## config.mk

```make
export PLATFORM = sky130hd
export DESIGN_NAME = wb_sel
export DESIGN_NICKNAME = d
export VERILOG_FILES = /design/src/rtl/wb_sel.sv
export SDC_FILE = /design/constraint.sdc
export NUM_CORES = 1
export LEC_CHECK = 0
export ABC_AREA = 1
export CAP_MARGIN = 40
export CORE_MARGIN = 8
export CORE_UTILIZATION = 38
export DETAILED_ROUTE_END_ITERATION = 10
export GPL_TIMING_DRIVEN = 0
export HOLD_SLACK_MARGIN = 0.03
export PLACE_DENSITY = 0.87
export SLEW_MARGIN = 20
export SYNTH_ARGS = -nofsm -noshare
export SYNTH_HDL_FRONTEND = slang
export SYNTH_SLANG_ARGS = --single-unit
```

## constraint.sdc

```tcl
create_clock -name clk -period 4.6 [get_ports clk]
set_clock_uncertainty 0.05 [all_clocks]
set_input_delay 0.92 -clock clk [delete_from_list [all_inputs] [get_ports clk]]
set_output_delay 0.92 -clock clk [all_outputs]
set_load 0.03 [all_outputs]
```

## src/rtl/wb_sel.sv

```systemverilog
// Write-back source select: picks ALU result, load value or PC+4 and registers it.
// Optional WBSEL_LOAD_EXT_EN formats byte/halfword loads with sign/zero extension.
module wb_sel #(
  parameter int XLEN = 32
) (
  input  logic            clk,
  input  logic            rst,
  input  logic [XLEN-1:0] alu,
  input  logic [XLEN-1:0] data_mem,
  input  logic [XLEN-1:0] PC,
  input  logic [1:0]      WBSel_pin,
  input  logic [2:0]      mem_funct3,
  input  logic [1:0]      mem_addr_lo,
  output logic [XLEN-1:0] WBsel_op,
  output logic [XLEN-1:0] WBsel_op_q
);

  typedef enum logic [1:0] {
    SEL_ALU  = 2'b00,
    SEL_LOAD = 2'b01,
    SEL_PC4  = 2'b10,
    SEL_RSVD = 2'b11
  } wb_src_e;

  logic [XLEN-1:0] load_val;
  logic [XLEN-1:0] pc_plus4;

  assign pc_plus4 = PC + XLEN'(4);

`ifdef WBSEL_LOAD_EXT_EN
  localparam logic [2:0] F3_LB  = 3'b000;
  localparam logic [2:0] F3_LH  = 3'b001;
  localparam logic [2:0] F3_LBU = 3'b100;
  localparam logic [2:0] F3_LHU = 3'b101;

  logic [7:0]  byte_val;
  logic [15:0] half_val;

  // Misaligned halfwords still pick the half addressed by bit 1.
  assign half_val = mem_addr_lo[1] ? data_mem[31:16] : data_mem[15:0];

  always_comb begin
    // NOTE: every always_comb output gets a default first so no path infers a latch.
    byte_val = data_mem[7:0];
    case (mem_addr_lo)
      2'b01:   byte_val = data_mem[15:8];
      2'b10:   byte_val = data_mem[23:16];
      2'b11:   byte_val = data_mem[31:24];
      default: byte_val = data_mem[7:0];
    endcase
  end

  always_comb begin
    load_val = data_mem;
    case (mem_funct3)
      F3_LB:   load_val = {{(XLEN-8){byte_val[7]}}, byte_val};
      F3_LH:   load_val = {{(XLEN-16){half_val[15]}}, half_val};
      F3_LBU:  load_val = {{(XLEN-8){1'b0}}, byte_val};
      F3_LHU:  load_val = {{(XLEN-16){1'b0}}, half_val};
      default: load_val = data_mem;
    endcase
  end
`else
  logic unused_load_fmt;

  assign unused_load_fmt = ^{mem_funct3, mem_addr_lo};
  assign load_val        = data_mem;
`endif

  always_comb begin
    WBsel_op = '0;
    case (WBSel_pin)
      SEL_ALU:  WBsel_op = alu;
      SEL_LOAD: WBsel_op = load_val;
      SEL_PC4:  WBsel_op = pc_plus4;
      SEL_RSVD: WBsel_op = '0;
      default:  WBsel_op = '0;
    endcase
  end

  always_ff @(posedge clk) begin
    // NOTE: sequential state uses non-blocking assignments to avoid simulation races.
    if (rst) WBsel_op_q <= '0;
    else     WBsel_op_q <= WBsel_op;
  end

endmodule

```

==> flow_summary.ini <==
[logic_synthesis]
syn-num-nets = 506
synth_area_leaders = dfxtp_1, nand2_1, nand3_1
yosys.area_share.adder = 0.0106
yosysTopAreaCellShare = 0.272
ys_seq_area_frac = 0.272
ys_async_sr_fraction = 0
synth_common_cells = nand2_1, inv_1, nand3_1
synth_top_family_by_area = simple AND/OR/NAND/NOR gates
muxShareOfSynthArea = 0
synth_xor_area_frac = 0.00372
synth_compound_area_frac = 0.181
netlist_area_sq_mm = 0.00236
ys_ff_latch = 32
synthSimpleGateAreaFrac = 0.423
avgSynthCellArea_sq_um = 5.90
yosys.area.top_type = dfxtp_1
ys.flop_type = dfxtp_1
synth_cell_types = 25
synthCells = 399
yosysWarnings = 0
synth_edf_count = 0
yosysMostFrequentCell = nand2_1

[timing]
period_share = 0.935
fin_setup_tns_ns = 0
fmax_mhz = 233
finalHoldViolCount = 0
setup_slack_ns = 0.301
setup_viol = 0
max_slew_margin = 0.591
worst_pin_slew_ns = 0.614
slew_violations = 0
rsz0062_at_grt = false
min_period_ns = 4.30

[power]
power_density_mw_per_mm2 = 217
p_leak_nw = 1.84
vdd_drop_max_mv = 0.155

[clock_tree]
htree_levels = 2
ctsResizeCount = 0
cts_hold_buf = 0
clk_pin_slew_ns = 0.07
clockBufferDepth = 2
cts.sinks = 32
cts_buffers = 5
cts_tree = yes
post_cts_buffers = 0
clock-root-buffer = clkbuf_8

[floorplan]
die_w_um = 94.7
ioPinCount = 169
dieArea_sq_mm = 0.00898
core_area_sq_mm = 0.00596
die_height_um = 94.7
initial_core_util = 0.396
rows = 28

[setup_path]
path_max_fanout = 5
crit_path_start_kind = input port
arrival_ns = 3.33
required_ns = 3.63
endpoint = WBsel_op[21]
end_kind = output pin
path_class = in -> out
startpoint = PC[6]

[worst_hold_path]
worstHoldStart = rst
worstHoldPathType = in -> reg
hold_depth = 2

[placed_design]
gp_congestion = 0.896
post-dp-hpwl_mm = 8.89
placed_area_sq_mm = 0.00407
pre_cts_ws_ns = 0.377
io_buffers = 162

[final_layout]
area_delta_synth_final_pct = 76.1
largest_reg_flops = 32
drive_above_1_share = 0.0475
antenna_cells = 0
top_register = WBsel_op_q
fin_nets = 675
top_regs = WBsel_op_q: 32 flops
finalInstanceArea_sq_mm = 0.00415

[global_routing]
grt_pass1_wl_mm = 16.0
grt_start_max_net_pins = 11
track_usage = 0.228
antenna_found_initial = 0
grt_overflow = 0
grt_pass1_vias = 3227

[routing]
detail-route-antenna-nets = 0
vias = 3233
met2RoutedLength_mm = 5.35
met1_length_mm = 4.15
via_per_inst = 5.03
dr.first_iter.drc_count = 165
dr.pass1.iters = 5
wl_mm = 10.6
maxUsedRoutingLayer = met4
post_drt_wl_per_cell_um = 16.5
wl_met3_um = 885
drcViolationCount = 0

[status]
status = finished clean

[run]
maxCapViolations = 0
-- how the worst min path moves through the flow --
stage,to,slack (ns)
6_report,WBsel_op_q[21]$_SDFF_PP0_,1.03
5_1_grt,WBsel_op_q[21]$_SDFF_PP0_,1.04
4_1_cts,WBsel_op_q[21]$_SDFF_PP0_,1.01
3_5_place_dp,WBsel_op_q[26]$_SDFF_PP0_,1.31
3_3_place_gp,WBsel_op_q[26]$_SDFF_PP0_,1.30
2_1_floorplan,WBsel_op_q[9]$_SDFF_PP0_,1.06
-- kinds of logic (layout without fill, tap and decap cells) --
kind of cell | count (synthesis) | count (layout)
buf+inv | 66 | 235
fa+ha+maj | 2 | 2
xor+xnor | 1 | 1
flops | 32 | 32
simple gates | 233 | 233
compound gates | 65 | 65
-- per-stage QoR --
stage | hold WS (ns) | total power [mW] | utilization | std cells
floorplan | 1.06 | 0.488 | - | 399
global placement | 1.30 | 0.691 | 0.684 | 636
detailed placement | 1.31 | 0.697 | 0.684 | 636
CTS | 1.01 | 0.909 | 0.697 | 643
global route | 1.04 | 0.944 | 0.697 | 643
finish | 1.03 | 0.901 | 0.697 | 643
-- cells in the final DEF, fill, tap and decap left out --
cell type	instances
a21o_1	7
a21oi_1	21
a22o_1	18
a31oi_1	5
and2_1	1
and3_1	1
buf_2	5
buf_4	1
clkbuf_1	5
clkbuf_8	5
clkdlybuf4s50_1	162
clkinv_2	1
dfxtp_1	32
ha_1	2
inv_1	55
inv_2	1
nand2_1	127
nand2_2	3
nand3_1	45
nor2_1	44
nor2_2	3
nor2_4	5
nor3_1	1
o211ai_1	1
o21ai_0	10
o21bai_1	3
or2_2	3
xor2_1	1
-- where the power goes --
| group | total [mW] | switching, mW | leakage (nW) | internal [mW] |
|---|---|---|---|---|
| sequential | 0.300 | 0.00465 | 0.264 | 0.295 |
| combinational | 0.392 | 0.208 | 1.54 | 0.184 |
| clock | 0.210 | 0.107 | 0.0410 | 0.103 |
| total | 0.901 | 0.319 | 1.84 | 0.582 |
-- worst max-delay path: stages --
cell and delay [ns]:
clkdlybuf4s50_1 0.60, nand2_1 0.12, nor2_1 0.17, nand2_1 0.12, nor2_1 0.28, nand2_1 0.08
nand2_1 0.07, nand3_1 0.08, nand2_1 0.10, nand2_1 0.07, inv_1 0.06, clkdlybuf4s50_1 0.67
-- layer usage --
layer | up-vias | track usage
met2 | 130 | 0.421
met5 | - | 0
met3 | 18 | 0.0603
li1 | 1617 | -
met4 | 0 | 0.0676
met1 | 1468 | 0.249
-- layout make-up --
cell class	instances	area (sq um)
fillers	540	1810
repair buffers	162	1620
flip-flops and latches	32	641
inverters	56	210
clock buffers	6	72.6
plain buffers	10	47.5
well taps	75	93.8
clock inverters	1	5.00
multi-input cells	301	1460
(Power assumes the default switching activity.)
